File: src/rtl/akash_driver_v1_if.sv
// Hall inputs, drive controls and gate outputs of the six-step commutation driver.
// master = controller/bench side, slave = driver side.
interface akash_driver_v1_if;
    logic H_1;
    logic H_2;
    logic H_3;
    logic en;
    logic dir;
    logic A;
    logic B;
    logic C;
    logic Ad;
    logic Bd;
    logic Cd;
    logic fault;

    modport master (
        output H_1, H_2, H_3, en, dir,
        input  A, B, C, Ad, Bd, Cd, fault
    );

    modport slave (
        input  H_1, H_2, H_3, en, dir,
        output A, B, C, Ad, Bd, Cd, fault
    );
endinterface

File: src/rtl/akash_driver_v1.sv
// Six-step BLDC commutation: Hall sync + deglitch, commutation table, per-gate dead-time.
// Gate vectors are ordered {A, B, C, Ad, Bd, Cd}.
module akash_driver_v1 #(
    parameter int FILT_CYCLES = 4,
    parameter int DEAD_CYCLES = 8
) (
    input logic clk,
    input logic rst_n,
    akash_driver_v1_if.slave bus
);
    localparam int FW = $clog2(FILT_CYCLES + 1);
    localparam int DW = $clog2(DEAD_CYCLES + 1);
    localparam logic [FW-1:0] FILT_MAX = FW'(FILT_CYCLES);
    localparam logic [DW-1:0] DEAD_MAX = DW'(DEAD_CYCLES);

    logic [2:0]    sync1_q, sync2_q, last_q;
    logic [2:0]    hall_filt_q, hall_filt_d;
    logic [FW-1:0] held_q, held_d;
    logic          fault_q, fault_d;
    logic [5:0]    want, opp_q;
    logic [5:0]    gate_q, gate_d;
    logic [DW-1:0] cnt_q [6];
    logic [DW-1:0] cnt_d [6];

    // Forward table as one-hot {A,B,C} high / low; reverse swaps the two roles.
    function automatic logic [5:0] commutate(input logic [2:0] h, input logic rev);
        logic [2:0] hi;
        logic [2:0] lo;
        hi = 3'b000;
        lo = 3'b000;
        case (h)
            3'b100: begin hi = 3'b100; lo = 3'b010; end
            3'b101: begin hi = 3'b100; lo = 3'b001; end
            3'b001: begin hi = 3'b010; lo = 3'b001; end
            3'b011: begin hi = 3'b010; lo = 3'b100; end
            3'b010: begin hi = 3'b001; lo = 3'b100; end
            3'b110: begin hi = 3'b001; lo = 3'b010; end
            default: begin hi = 3'b000; lo = 3'b000; end
        endcase
        return rev ? {lo, hi} : {hi, lo};
    endfunction

    // held_q counts consecutive clocks the synchronised code has differed from hall_filt.
    always_comb begin
        held_d      = held_q;
        hall_filt_d = hall_filt_q;
        if (sync2_q == hall_filt_q) begin
            held_d = '0;
        end else begin
            if (sync2_q != last_q) begin
                held_d = FW'(1);
            end else if (held_q != FILT_MAX) begin
                held_d = held_q + FW'(1);
            end
            if (held_d == FILT_MAX) begin
                hall_filt_d = sync2_q;
                held_d      = '0;
            end
        end
        fault_d = (hall_filt_d == 3'b000) || (hall_filt_d == 3'b111);
    end

    assign want  = (bus.en && !fault_q) ? commutate(hall_filt_q, bus.dir) : 6'b000000;
    assign opp_q = {gate_q[2:0], gate_q[5:3]};

    // A gate only counts while its same-phase partner is off, so turn-on always trails the partner's turn-off.
    always_comb begin
        gate_d = gate_q;
        for (int i = 0; i < 6; i++) begin
            cnt_d[i] = cnt_q[i];
            if (!want[i]) begin
                cnt_d[i]  = '0;
                gate_d[i] = 1'b0;
            end else if (opp_q[i]) begin
                cnt_d[i] = '0;
            end else if (!gate_q[i]) begin
                cnt_d[i]  = cnt_q[i] + DW'(1);
                gate_d[i] = (cnt_d[i] == DEAD_MAX);
            end
        end
    end

    always_ff @(posedge clk or negedge rst_n) begin
        if (!rst_n) begin
            sync1_q     <= '0;
            sync2_q     <= '0;
            last_q      <= '0;
            held_q      <= '0;
            hall_filt_q <= '0;
            fault_q     <= 1'b1;
            gate_q      <= '0;
            for (int i = 0; i < 6; i++) cnt_q[i] <= '0;
        end else begin
            sync1_q     <= {bus.H_1, bus.H_2, bus.H_3};
            sync2_q     <= sync1_q;
            last_q      <= sync2_q;
            held_q      <= held_d;
            hall_filt_q <= hall_filt_d;
            fault_q     <= fault_d;
            gate_q      <= gate_d;
            for (int i = 0; i < 6; i++) cnt_q[i] <= cnt_d[i];
        end
    end

    assign bus.A     = gate_q[5];
    assign bus.B     = gate_q[4];
    assign bus.C     = gate_q[3];
    assign bus.Ad    = gate_q[2];
    assign bus.Bd    = gate_q[1];
    assign bus.Cd    = gate_q[0];
    assign bus.fault = fault_q;
endmodule

File: src/flat_wrapper.sv
// flat-port wrapper written by rule: the top's interface ports become plain ports
module akash_driver_v1_flat 
#(
    parameter int FILT_CYCLES = 4,
    parameter int DEAD_CYCLES = 8
)
  (clk, rst_n, bus_H_1, bus_H_2, bus_H_3, bus_en, bus_dir, bus_A, bus_B, bus_C, bus_Ad, bus_Bd, bus_Cd, bus_fault);
  akash_driver_v1_if bus_i ();
  input logic clk;
  input logic rst_n;
  input wire logic [$bits(bus_i.H_1)-1:0] bus_H_1;
  input wire logic [$bits(bus_i.H_2)-1:0] bus_H_2;
  input wire logic [$bits(bus_i.H_3)-1:0] bus_H_3;
  input wire logic [$bits(bus_i.en)-1:0] bus_en;
  input wire logic [$bits(bus_i.dir)-1:0] bus_dir;
  output wire logic [$bits(bus_i.A)-1:0] bus_A;
  output wire logic [$bits(bus_i.B)-1:0] bus_B;
  output wire logic [$bits(bus_i.C)-1:0] bus_C;
  output wire logic [$bits(bus_i.Ad)-1:0] bus_Ad;
  output wire logic [$bits(bus_i.Bd)-1:0] bus_Bd;
  output wire logic [$bits(bus_i.Cd)-1:0] bus_Cd;
  output wire logic [$bits(bus_i.fault)-1:0] bus_fault;
  assign bus_i.H_1 = bus_H_1;
  assign bus_i.H_2 = bus_H_2;
  assign bus_i.H_3 = bus_H_3;
  assign bus_i.en = bus_en;
  assign bus_i.dir = bus_dir;
  assign bus_A = bus_i.A;
  assign bus_B = bus_i.B;
  assign bus_C = bus_i.C;
  assign bus_Ad = bus_i.Ad;
  assign bus_Bd = bus_i.Bd;
  assign bus_Cd = bus_i.Cd;
  assign bus_fault = bus_i.fault;
  akash_driver_v1 #(.FILT_CYCLES(FILT_CYCLES), .DEAD_CYCLES(DEAD_CYCLES)) u_core (.clk(clk), .rst_n(rst_n), .bus(bus_i));
endmodule
File: config.mk
export PLATFORM = sky130hd
export DESIGN_NAME = akash_driver_v1_flat
export DESIGN_NICKNAME = d
export VERILOG_FILES = /design/src/rtl/akash_driver_v1_if.sv /design/src/rtl/akash_driver_v1.sv /design/src/flat_wrapper.sv
export SDC_FILE = /design/constraint.sdc
export NUM_CORES = 1
export LEC_CHECK = 0
export CAP_MARGIN = 20
export CORE_MARGIN = 1.5
export CORE_UTILIZATION = 53
export CTS_CLUSTER_DIAMETER = 50
export CTS_CLUSTER_SIZE = 10
export DETAILED_ROUTE_END_ITERATION = 10
export GPL_ROUTABILITY_DRIVEN = 0
export GPL_TIMING_DRIVEN = 1
export PLACE_DENSITY = 0.77
export SLEW_MARGIN = 10
export SYNTH_ARGS = -nofsm -noshare
export SYNTH_HDL_FRONTEND = slang
export SYNTH_SLANG_ARGS = --single-unit
export TNS_END_PERCENT = 10
File: constraint.sdc
create_clock -name clk -period 2.1 [get_ports clk]
set_input_delay 0.525 -clock clk [delete_from_list [all_inputs] [get_ports clk]]
set_output_delay 0.525 -clock clk [all_outputs]
set_load 0.005 [all_outputs]
# Word-level counts from Yosys, hierarchy flattened
# Index checks and enable logic that the tools add are counted.
[op_classes]
muxes = 47
add_sub_neg = 7
eq_ne = 29
reduce_logical = 10
[ops]
columns = ["cell", "count"]
rows = [
  ["$mux 4", 18],
  ["$add 4x1->4 const B", 6],
  ["$eq 4x4->1 const B", 6],
  ["$mux 3", 7],
  ["$ne 3x3->1 const B", 7],
  ["$mux 1", 18],
  ["$pmux 3 s3", 2],
  ["$eq 3x3->1 const B", 5],
  ["$mux 6", 2],
  ["$ne 2x2->1 const B", 6],
  ["$reduce_or 2->1", 6],
  ["$eq 3x2->1 const B", 2],
  ["$add 3x1->3 const B", 1],
  ["$eq 3x1->1 const B", 1],
  ["$eq 3x3->1", 1],
  ["$logic_not 3->1", 1],
  ["$ne 3x3->1", 1],
  ["$logic_and 1x1->1", 1],
  ["$logic_not 1->1", 1],
  ["$logic_or 1x1->1", 1],
]
[word_totals]
wordCells = 111
out_inout_bits = 7
in_bits = 7
regBits = 46

# Logic depth before layout (Yosys ltp)
[logic_depth]
ltp_word = 9
ltp_mapped = 8
ltp_nobuf = 8

# Worst setup path after synthesis
# No wires, ideal clock.
[synth_path]
kind = "flip-flop to flip-flop"
from = "register u_core.held_q[0]"
to = "register u_core.fault_q (netlist: u_core.bus.fault)"
synth_period_minus_slack_ns = 2.016
path_buffers = 0
setup_ns = 0.060
t_required_ns = 2.040
setup_slack_ns = 0.084
path_stages_with_launch = 9
arrival_ns = 1.956
path_cell_list = "dfrtp_1 inv_1 ha_1 nand2b_4 o21bai_1 a211o_1 or3_1 a21o_1 nand2_1"
[synth_via]
elab_chain_len = 9
elab_cells_between_ends = 11
classes_between = "1 x add/sub; 3 x eq/ne; 5 x mux; 2 x reduce/logical"
[synth_lines]
columns = ["item", "line", "text"]
rows = [
  ["from (decl)", "akash_driver_v1.sv:18", "logic [FW-1:0] held_q, held_d;"],
  ["from (signal assigned)", "akash_driver_v1.sv:97", "held_q <= held_d;"],
  ["$add 3x1->3 or $ne 3x3->1 (tied branches)", "akash_driver_v1.sv:53, akash_driver_v1.sv:52", ""],
  ["$mux 3 *", "akash_driver_v1.sv:52", "end else if (held_q != FILT_MAX) begin"],
  ["$mux 3 *", "akash_driver_v1.sv:50", "if (sync2_q != last_q) begin"],
  ["$mux 3 *", "akash_driver_v1.sv:47", "if (sync2_q == hall_filt_q) begin"],
  ["$eq 3x3->1 *", "akash_driver_v1.sv:55", "if (held_d == FILT_MAX) begin"],
  ["$mux 3 *", "akash_driver_v1.sv:55", ""],
  ["$mux 3 *", "akash_driver_v1.sv:47", ""],
  ["$eq 3x3->1 or $logic_not 3->1 (tied branches)", "akash_driver_v1.sv:60", "fault_d = (hall_filt_d == 3'b000) || (hall_filt_d == 3'b111);"],
  ["$logic_or 1x1->1 *", "akash_driver_v1.sv:60", ""],
  ["named net u_core.fault_d", "akash_driver_v1.sv:19", "logic fault_q, fault_d;"],
  ["to (signal assigned)", "akash_driver_v1.sv:99", "fault_q <= fault_d;"],
  ["to (decl)", "akash_driver_v1.sv:19", ""],
]
# Mark *: on every way through the listed nets, which the timed path passes. The rest lies on a longest branch. The select of a mux whose other input is x is not followed.
# A chain may end at the register's enable or synchronous reset.

# Worst setup path after layout
[layout_path]
from = "register u_core.held_q[1]"
to = "register u_core.fault_q (netlist: u_core.bus.fault)"
# Same word-level chain as after synthesis.

==> metrics.txt <==
status=finished clean; Crit. Startpoint=u_core.held_q[1]; Worst Path Required=approximately 2.4 ns; pwr dens=between 600 and 700 nW/µm²; IO Count=14; Peak VDD IR=0.448 mV; most common cell after layout, fill and taps aside=dfrtp_1; Inst Count DP=~280; Post-synth ARST share=100%; Netlist Area Pre-Place=about 2300 µm²; row count=23; storage element area=~1200 µm²; combinational share of power=under 10%; full die area=roughly 4700 µm²; CP Launch Type=register; fillcell total=~350; pre-CTS setup slack=0.0231 ns; Ys Warns=0; Post-Route WL=about 3600 µm; Final Hold Fails=0; worst skew pair latency=~0.30 ns; DRT Pass-1 Iters=4; crit path time final=between 1.5 and 2 ns; Crit Reg-Reg Endpoint=u_core.bus.fault; max_cap viols=0; port bufs=13; htree depth=2; WP depth=8; RSZ-0062 raised after global routing=no; Worst-path clk slew=about 0.080 ns; worst-path maximum fanout=5; Syn Area/Cell=10.1 µm²; final critical-path share of the clock period=94.3%; Area Overhead vs Synth=13.1%; ANT nets after route=0; nets=256; CP Buf/Inv Count=1; via/cell ratio=~5.2; Final Max Slew Viols=0; Primary FF master, synth=dfrtp_1; Sw Share=22.8%; final setup TNS=0 ns; critical path capture point=u_core.bus.fault; WL/cell=between 10 and 15 µm; total CTS buffers=5; commonest cells after routing, fill and taps aside=dfrtp_1, nor2_1, nand2_1; Max Buffers Root-to-Sink=2; number of global-route vias before repair=1383; fmax=between 0.5 and 0.6 GHz; starting DRC count in detailed routing=107; gr usage total=~17%; largest net degree at the start of global routing=32; dominant cell type by area after synthesis=dfrtp_1; Slew headroom=55.2%; Psw=a little under 400 µW; synthesized flop and latch total=46; Post-Layout Cell Count=around 290; syn_nets=240; aggregate global routing overflow=0; first-pass GRT wire length=roughly 5900 µm; internal power=around 1.3 mW; Reg2Reg Setup Slack=around 0.12 ns; critical path arrival=about 2.2 ns; number of synthesized flops with an enable pin=0; final core occ=a little under two thirds; initial antenna violation count=0; crit-path cells=inv_1 -> ha_1 -> nand2b_4 -> o21bai_1 -> a211o_1 -> or3_1 -> a21o_1 -> nand2_1; Post-DP HPWL=2600 µm; final setup violation count=0; clk_skew=about 0.0039 ns; ant diodes=0; CTS tree=done; R2R depth=8; Initial Utilization=~56%; Die W=a little under 70 µm; LEAKAGE=around 1.2 nW; Multi-input gate area=between 1000 and 1500 µm²; share of cells above drive strength 1=between 10 and 15%; Worst path top cell family by delay=compound AO/OA/AOI/OAI gates; Least-Margin Pin Slew=0.671 ns; sequential share of the synthesized area=50.6%; Core Area=4060 µm²; critical path class=reg2reg; worst hold path class=in2async; Die Y=68.6 µm; Synth area leaders=dfrtp_1, nor2_1, xnor2_1; Synth Instances=about 230; Via Count=1523; Worst Setup End Kind=register; TritonCTS Sinks=46; CP max-delay cell=dfrtp_1; Clock power frac=37.1%; CTS root buf=clkbuf_8; Synth top area share=between 40% and 50%; DRC viols=0; slowest stage delay, CP=0.39 ns; FF-to-FF Start=u_core.held_q[1]; Yosys cell types=28; Reg power frac=about 54%; final worst setup slack=around 0.12 ns
-- cell usage after synthesis, drive strengths merged, types with 4 or more instances --
| library cell | n |
|---|---|
| mux2 | 4 |
| or3 | 6 |
| xor2 | 15 |
| nand2 | 18 |
| xnor2 | 16 |
| nor3 | 8 |
| ha | 8 |
| nand2b | 6 |
| mux2i | 7 |
| nand4b | 6 |
| dfrtp | 45 |
| a21oi | 13 |
| clkbuf | 7 |
| nor2 | 42 |
| nor2b | 7 |
-- power groups by stage --
stage / registers, mW / logic [mW] / clock network (mW)
2_1_floorplan: 0.948 / 0.0982 / 0
3_3_place_gp: 0.956 / 0.148 / 0
3_5_place_dp: 0.957 / 0.153 / 0
4_1_cts: 0.939 / 0.154 / 0.654
5_1_grt: 0.944 / 0.170 / 0.699
6_report: 0.939 / 0.151 / 0.642
-- area by class of cell --
type / count / area share (%)
Tap cell: 50 / 2.43
Clock buffer: 5 / 2.67
Multi-Input combinational cell: 168 / 42.0
Sequential cell: 46 / 44.8
Inverter: 2 / 0.292
Clock inverter: 3 / 1.55
Timing Repair Buffer: 18 / 6.32
-- state kept, by name, indices dropped and copies added, names as in the netlist --
name,flops
u_core.gate_q,6
u_core.hall_filt_q,3
u_core.cnt_q,24
u_core.held_q,3
u_core.sync1_q,3
u_core.bus.fault,1
u_core.last_q,3
u_core.sync2_q,3
-- kinds of logic (layout without fill, tap and decap cells) --
family | Yosys count | in the layout | share of synthesized area (%)
DFF | 46 | 46 | 50.6
xor gates and xnor gates | 31 | 31 | 11.9
muxes | 11 | 11 | 5.05
adders and majority gates | 8 | 8 | 4.40
AOI/OAI and AO/OA | 17 | 17 | 4.12
and+or+nand+nor | 101 | 101 | 22.0
buffers and inverters | 11 | 28 | 1.92
-- how the worst min path moves through the flow --
| stage | to | start | cells past startpoint | slack [ns] |
|---|---|---|---|---|
| floorplan | u_core.cnt_q[0] | rst_n | 0 | 0.23 |
| global placement | u_core.sync2_q[2] | u_core.sync1_q[2] | 0 | 0.33 |
| detailed placement | u_core.sync2_q[1] | u_core.sync1_q[1] | 0 | 0.34 |
| CTS | u_core.cnt_q[11] | rst_n | 1 | 0.28 |
| global route | u_core.cnt_q[11] | rst_n | 1 | 0.30 |
| finish | u_core.cnt_q[11] | rst_n | 1 | 0.25 |
-- metrics by stage --
stage	power (mW)	instance area, µm²	hold slack (ns)
2_1_floorplan	1.05	2280	0.229
3_3_place_gp	1.10	2460	0.333
3_5_place_dp	1.11	2460	0.339
4_1_cts	1.75	2570	0.275
5_1_grt	1.81	2570	0.298
6_report	1.73	2570	0.252
-- layer usage --
layer  vias up  share of wire (%)  wire length, µm  global-route usage [%]
li1        772                  -                -                       -
met1       724                 49             1750                    22.6
met2        20                 46             1640                    26.4
met3         7                3.6              128                    5.84
met4         0                1.3               46                    6.00
met5         -                  0                0                       0
-- timing repair --
| action | CTS | global route |
|---|---|---|
| buffers inserted | 0 | 1 |
| gates resized for setup | 0 | 0 |
| hold buffers | 0 | 0 |
| endpoints found under the setup margin | 0 | 1 |
Power figures use the tool's default switching activity.
